--- src/rtl/vend_pkg.sv ---
// Shared vending definitions.
//   - Coin codes exchanged between the vending FSM and the change dispenser.
//   - Dispenser fault codes reported on fault_code.
//   - Dispenser FSM state enum and hopper selection type.
//   - code_to_units: converts a change code to 5-rs units owed.
package vend_pkg;

  // Change / coin codes (2-bit, shared with the vending FSM).
  localparam logic [1:0] CODE_NONE = 2'b00;
  localparam logic [1:0] CODE_5    = 2'b01;
  localparam logic [1:0] CODE_10   = 2'b10;
  localparam logic [1:0] CODE_15   = 2'b11;

  // Dispenser fault codes.
  localparam logic [1:0] FLT_NONE    = 2'b00;
  localparam logic [1:0] FLT_EMPTY   = 2'b01;
  localparam logic [1:0] FLT_TIMEOUT = 2'b10;
  localparam logic [1:0] FLT_WRONG   = 2'b11;

  typedef enum logic [2:0] {
    ST_IDLE   = 3'd0,
    ST_SELECT = 3'd1,
    ST_DRIVE  = 3'd2,
    ST_WAIT   = 3'd3,
    ST_DONE   = 3'd4,
    ST_FAULT  = 3'd5
  } dispenser_state_e;

  typedef enum logic {
    COIN_5  = 1'b0,
    COIN_10 = 1'b1
  } coin_sel_e;

  // Change owed in 5-rs units for a request code.
  function automatic logic [1:0] code_to_units(input logic [1:0] code);
    logic [1:0] units;
    case (code)
      CODE_5:  units = 2'd1;
      CODE_10: units = 2'd2;
      CODE_15: units = 2'd3;
      default: units = 2'd0;
    endcase
    return units;
  endfunction

endpackage

--- src/rtl/dispense_timer.sv ---
// Drive/acknowledge timer for the change dispenser.
// Ports:
//   clk, rst_n  : clock, asynchronous active-low reset
//   start       : (re)start counting; the following cycle has count 0
//   clear       : stop and zero the counter (start has priority)
//   pulse_done  : high in the last cycle of the PULSE_CYCLES drive window
//   timeout     : high in the cycle in which TIMEOUT_CYCLES cycles have
//                 elapsed since the first counted cycle
module dispense_timer #(
  parameter int PULSE_CYCLES   = 4,
  parameter int TIMEOUT_CYCLES = 1000
) (
  input  logic clk,
  input  logic rst_n,
  input  logic start,
  input  logic clear,
  output logic pulse_done,
  output logic timeout
);

  localparam int CW = $clog2(TIMEOUT_CYCLES + 1);
  localparam logic [CW-1:0] PULSE_LAST   = CW'(PULSE_CYCLES - 1);
  localparam logic [CW-1:0] TIMEOUT_LAST = CW'(TIMEOUT_CYCLES - 1);

  logic [CW-1:0] count_q;
  logic          running_q;

  always_ff @(posedge clk or negedge rst_n) begin
    if (!rst_n) begin
      count_q   <= '0;
      running_q <= 1'b0;
    end else if (start) begin
      count_q   <= '0;
      running_q <= 1'b1;
    end else if (clear) begin
      count_q   <= '0;
      running_q <= 1'b0;
    end else if (running_q && (count_q != TIMEOUT_LAST)) begin
      // Saturates at the timeout value until the owner clears it.
      count_q <= count_q + CW'(1);
    end
  end

  assign pulse_done = running_q && (count_q == PULSE_LAST);
  assign timeout    = running_q && (count_q == TIMEOUT_LAST);

endmodule

--- src/rtl/change_dispenser.sv ---
// Change dispenser: pays out a change request one coin at a time from the
// 5-rs and 10-rs hoppers, waiting for the exit-sensor acknowledge after each
// drive, and reports completion or a sticky fault.
//
// Request handshake: a request transfers in any cycle where chg_valid and
// chg_ready are both high. chg_ready is high only in IDLE; the requester must
// hold chg_valid/chg_code stable until the transfer. A CODE_NONE request is
// consumed without any further action.
//
// Ports:
//   clk, rst_n                : clock, asynchronous active-low reset
//   chg_valid/chg_code        : change request (vend_pkg CODE_*)
//   chg_ready                 : idle, request can be accepted
//   hop5_empty/hop10_empty    : hopper empty flags
//   hop5_drive/hop10_drive    : hopper motor drives
//   coin5_seen/coin10_seen    : exit-sensor pulses, one per coin
//   done                      : one-cycle pulse, request fully paid
//   fault/fault_code          : sticky fault flag and cause (vend_pkg FLT_*)
//   owed_units                : remaining change in 5-rs units
//   fault_clr                 : clear fault, return to IDLE
//   dbg_state                 : current FSM state
module change_dispenser
  import vend_pkg::*;
#(
  parameter int PULSE_CYCLES   = 4,
  parameter int TIMEOUT_CYCLES = 1000
) (
  input  logic             clk,
  input  logic             rst_n,
  input  logic             chg_valid,
  input  logic [1:0]       chg_code,
  output logic             chg_ready,
  input  logic             hop5_empty,
  input  logic             hop10_empty,
  output logic             hop5_drive,
  output logic             hop10_drive,
  input  logic             coin5_seen,
  input  logic             coin10_seen,
  output logic             done,
  output logic             fault,
  output logic [1:0]       fault_code,
  output logic [1:0]       owed_units,
  input  logic             fault_clr,
  output dispenser_state_e dbg_state
);

  dispenser_state_e state_q, state_d;
  logic [1:0]       remaining_q, remaining_d;
  coin_sel_e        coin_q, coin_d;
  logic [1:0]       fault_code_q, fault_code_d;

  logic timer_start;
  logic timer_clear;
  logic pulse_done;
  logic timeout;

  logic       match_seen;
  logic       other_seen;
  logic [1:0] coin_units;

  // The sensor for the coin being paid is "match"; the other one is a wrong
  // coin. Both at once is also treated as a wrong coin.
  assign match_seen = (coin_q == COIN_10) ? coin10_seen : coin5_seen;
  assign other_seen = (coin_q == COIN_10) ? coin5_seen  : coin10_seen;
  assign coin_units = (coin_q == COIN_10) ? 2'd2 : 2'd1;

  // Timer runs only while a coin is in flight.
  assign timer_clear = (state_q != ST_DRIVE) && (state_q != ST_WAIT);

  dispense_timer #(
    .PULSE_CYCLES  (PULSE_CYCLES),
    .TIMEOUT_CYCLES(TIMEOUT_CYCLES)
  ) u_timer (
    .clk       (clk),
    .rst_n     (rst_n),
    .start     (timer_start),
    .clear     (timer_clear),
    .pulse_done(pulse_done),
    .timeout   (timeout)
  );

  always_ff @(posedge clk or negedge rst_n) begin
    if (!rst_n) begin
      state_q      <= ST_IDLE;
      remaining_q  <= 2'd0;
      coin_q       <= COIN_5;
      fault_code_q <= FLT_NONE;
    end else begin
      state_q      <= state_d;
      remaining_q  <= remaining_d;
      coin_q       <= coin_d;
      fault_code_q <= fault_code_d;
    end
  end

  always_comb begin
    state_d      = state_q;
    remaining_d  = remaining_q;
    coin_d       = coin_q;
    fault_code_d = fault_code_q;
    timer_start  = 1'b0;

    case (state_q)
      ST_IDLE: begin
        if (chg_valid && (chg_code != CODE_NONE)) begin
          remaining_d = code_to_units(chg_code);
          state_d     = ST_SELECT;
        end
      end

      ST_SELECT: begin
        // Largest coin that does not overpay; never substitute a 10 for a 5.
        if (remaining_q == 2'd0) begin
          state_d = ST_DONE;
        end else if ((remaining_q >= 2'd2) && !hop10_empty) begin
          coin_d      = COIN_10;
          timer_start = 1'b1;
          state_d     = ST_DRIVE;
        end else if (!hop5_empty) begin
          coin_d      = COIN_5;
          timer_start = 1'b1;
          state_d     = ST_DRIVE;
        end else begin
          fault_code_d = FLT_EMPTY;
          state_d      = ST_FAULT;
        end
      end

      ST_DRIVE, ST_WAIT: begin
        // An acknowledge takes priority over the drive window ending or the
        // timer expiring in the same cycle.
        if (other_seen) begin
          fault_code_d = FLT_WRONG;
          state_d      = ST_FAULT;
        end else if (match_seen) begin
          remaining_d = remaining_q - coin_units;
          state_d     = ST_SELECT;
        end else if (timeout) begin
          fault_code_d = FLT_TIMEOUT;
          state_d      = ST_FAULT;
        end else if ((state_q == ST_DRIVE) && pulse_done) begin
          state_d = ST_WAIT;
        end
      end

      ST_DONE: begin
        state_d = ST_IDLE;
      end

      ST_FAULT: begin
        if (fault_clr) begin
          remaining_d  = 2'd0;
          fault_code_d = FLT_NONE;
          state_d      = ST_IDLE;
        end
      end

      default: begin
        state_d = ST_IDLE;
      end
    endcase
  end

  // All outputs decode registered state only.
  assign chg_ready   = (state_q == ST_IDLE);
  assign hop5_drive  = (state_q == ST_DRIVE) && (coin_q == COIN_5);
  assign hop10_drive = (state_q == ST_DRIVE) && (coin_q == COIN_10);
  assign done        = (state_q == ST_DONE);
  assign fault       = (state_q == ST_FAULT);
  assign fault_code  = fault_code_q;
  assign owed_units  = remaining_q;
  assign dbg_state   = state_q;

endmodule

--- config.mk ---
export PLATFORM = sky130hd
export DESIGN_NAME = change_dispenser
export DESIGN_NICKNAME = d
export VERILOG_FILES = /design/src/rtl/vend_pkg.sv /design/src/rtl/dispense_timer.sv /design/src/rtl/change_dispenser.sv
export SDC_FILE = /design/constraint.sdc
export NUM_CORES = 1
export LEC_CHECK = 0
export BUFFER_PORTS_ARGS = -buffer_cell sky130_fd_sc_hd__buf_2
export CAP_MARGIN = 20
export CORE_UTILIZATION = 40
export DETAILED_ROUTE_END_ITERATION = 8
export PLACE_DENSITY = 0.62
export SYNTH_ARGS = -nofsm -noshare
export SYNTH_HDL_FRONTEND = slang
export SYNTH_SLANG_ARGS = --single-unit
--- constraint.sdc ---
create_clock -name clk -period 1.73 [get_ports clk]
set_input_delay 0.346 -clock clk [delete_from_list [all_inputs] [get_ports clk]]
set_output_delay 0.346 -clock clk [all_outputs]
set_load 0.05 [all_outputs]
==> qor.txt <==
status - finished clean
Post-Synth Simple-Gate Area - 0.2608
Routed WL per cell - 14.18 µm
xor/xnor share of the synthesized area - 0.04416
Post-route DRC - 0
CP cell instances - buf_4 > nor3_2 > buf_2
Pleak - 0.6414 nW
CTS tree - built
setup TNS - 0 ns
post-synthesis sequential area ratio - 0.3996
post-synthesis mux area share - 0.03470
Power Dens Cells - 1543 nW/µm²
RSZ-0062 raised after global routing - no
Clock transition at path regs - 0.11 ns
die span in x - 56.54 µm
pre-CTS setup slack - 0.06156 ns
worst hold path type - input pin to flop
Max VDD drop - 1.133 mV
initial antenna violation count - 0
number of flops mapped to enable cells by yosys - 0
most common cell after layout, fill and taps aside - buf_2
Initial Util - 0.4278
critical path required time - 1.38 ns
setup violators final - 0
Max clock buf depth - 2
Final period util - 0.9572
dpl cells - 183
main combinational cell family by area after synthesis - simple AND/OR/NAND/NOR gates
die height - 56.54 µm
adder-cell area share of the yosys netlist - 0.03155
Synthesis Warnings - 0
clock skew - 0.006688 ns
CTS root buf - clkbuf_4
Via density - 5.788
PortBufs - 21
final worst setup slack - 0.07396 ns
final WL - 2680 µm
cell count after synthesis - 132
first-pass GRT wire length - 4333 µm
post-synth net total - 145
Area Overhead vs Synth - 23.97%
I/O pin total - 22
Synth Area in Compound Gates - 0.1777
initial DRC count - 36
relative slew slack - 0.7211
all-layer global routing usage - 0.1747
Final Hold Fails - 0
final total power - 2.277 mW
average cell area after synthesis - 9.014 µm²
via count - 1,094
Yosys reg bits - 19
hpwl dp - 2056 µm
Unique masters post-synth - 43
Final min period - 1.656 ns
Worst-Margin Slew - 0.4130 ns
row cnt - 19
largest net degree at the start of global routing - 20
final RePlAce weighted congestion - 0.8470
clock buffers created by TritonCTS - 3
diode count - 0
Syn Std Cell Area - 1190 µm²
most frequent cells in the layout - buf_2, dfrtp_1, nor2_1, nand2_1, o21ai_0
Max Clk Rate - 603.9 MHz
GR Overflow Total - 0
Crit Path Max Fanout - 9
core area - 2781 µm²
Slew Limit Fails - 0
Crit Path Class - flop to output pin
vias in the first global route - 962
router iterations before antenna repair - 4
max_cap viols - 0
CP arrival - 1.31 ns
main flop type after synthesis - dfrtp_1
slowest CP cell - dfrtp_2
clock sinks - 19
Final Instance Count excl. Fillers - 189
Async SR Flop Fraction - 1.000
critical path capture point type - output pin
share of layout cells above drive strength 1 - 0.2975
Routed Antenna Nets - 0
Critical Path Source Type - flop
Hold Slack - 0.3636 ns
Layout Nets - 172
die area - 3197 µm²
max incr delay on CP - 0.44 ns
worst skew pair latency - 0.29 ns
H-tree depth - 1
## cell usage after synthesis (2+ instances only)
cell type	count	area, µm²
a31oi_1	3	18.77
o21ai_0	7	35.03
nor2_1	13	48.80
ha_1	3	37.54
o2bb2ai_1	2	17.52
inv_1	7	26.28
or3_1	3	18.77
nand4_1	3	18.77
buf_2	4	20.02
a21boi_0	2	15.01
mux2i_1	3	30.03
dfrtp_1	19	475.5
nand2_1	13	48.80
nor4_1	2	12.51
xnor2_1	3	26.28
xor2_1	3	26.28
a21oi_1	4	20.02
nor3_1	8	40.04
nand3_1	4	20.02
nand2b_1	3	18.77
## final cells by class
class,count,area [µm²]
clock buffer,4,26.28
fill,273,1306
inverter,7,26.28
multi-input combinational,99,699.4
sequential,19,479.2
tap,31,38.79
timing repair buffer,29,205.2
## logic make-up after synthesis
group           Yosys count
compound gates           28
buf+inv                  14
mux                       4
fa+ha+maj                 3
simple gates             58
flops                    19
xor+xnor                  6
## through the flow
stage | area (µm²) | util
2_1_floorplan | 1236 | -
3_3_place_gp | 1379 | 0.4957
3_5_place_dp | 1379 | 0.4957
4_1_cts | 1430 | 0.5142
5_1_grt | 1475 | 0.5304
6_report | 1475 | 0.5304
## critical path, delay by kind of cell, from the launching register on
kind	cells	cell delay, ns
flops	1	0.44
buf+inv	2	0.45
simple gates	1	0.13
## final timing paths
path / from / end / slack (ns) / cells after the start
worst min-delay path: hop10_empty / coin_q$_DFFE_PN0N_ / 0.36 / 3
worst min register to register: fault_code[1]$_DFFE_PN0P_ / fault_code[1]$_DFFE_PN0P_ / 0.54 / 2
max in group asynchronous: rst_n / dbg_state[2]$_DFFE_PN0P_ / 0.89 / 2
min in group asynchronous: rst_n / owed_units[0]$_DFFE_PN0P_ / 0.51 / 2
worst max-delay path: dbg_state[1]$_DFFE_PN0P_ / chg_ready / 0.07 / 3
worst max register to register: u_timer.count_q[0]$_DFFE_PN0P_ / dbg_state[0]$_DFFE_PN0P_ / 0.15 / 4
## registers in the layout, indices dropped and copies added (netlist names)
| name | cells |
|---|---|
| dbg_state | 3 |
| owed_units | 2 |
| u_timer.count_q | 10 |
| coin_q | 1 |
| u_timer.running_q | 1 |
| fault_code | 2 |
## report_power, final
group / internal, mW / switching [mW]
sequential: 0.549 / 0.114
combinational: 0.487 / 0.902
clock: 0.0897 / 0.135
total: 1.13 / 1.15
## per-layer routing
metal	GRT usage	vias up	part of all wire
li1	-	530	-
met1	0.2343	539	0.47
met2	0.2840	21	0.48
met3	0.04147	4	0.033
met4	0.04181	0	0.016
met5	0	-	0
## repair_timing
item	4_1_cts	5_1_grt
buffers inserted	0	1
gates resized for setup	6	9
hold endpoints to repair	19	0
endpoints found under the setup margin	3	6
hold buffers	1	0
No activity file was read; power rests on OpenSTA's default activity.
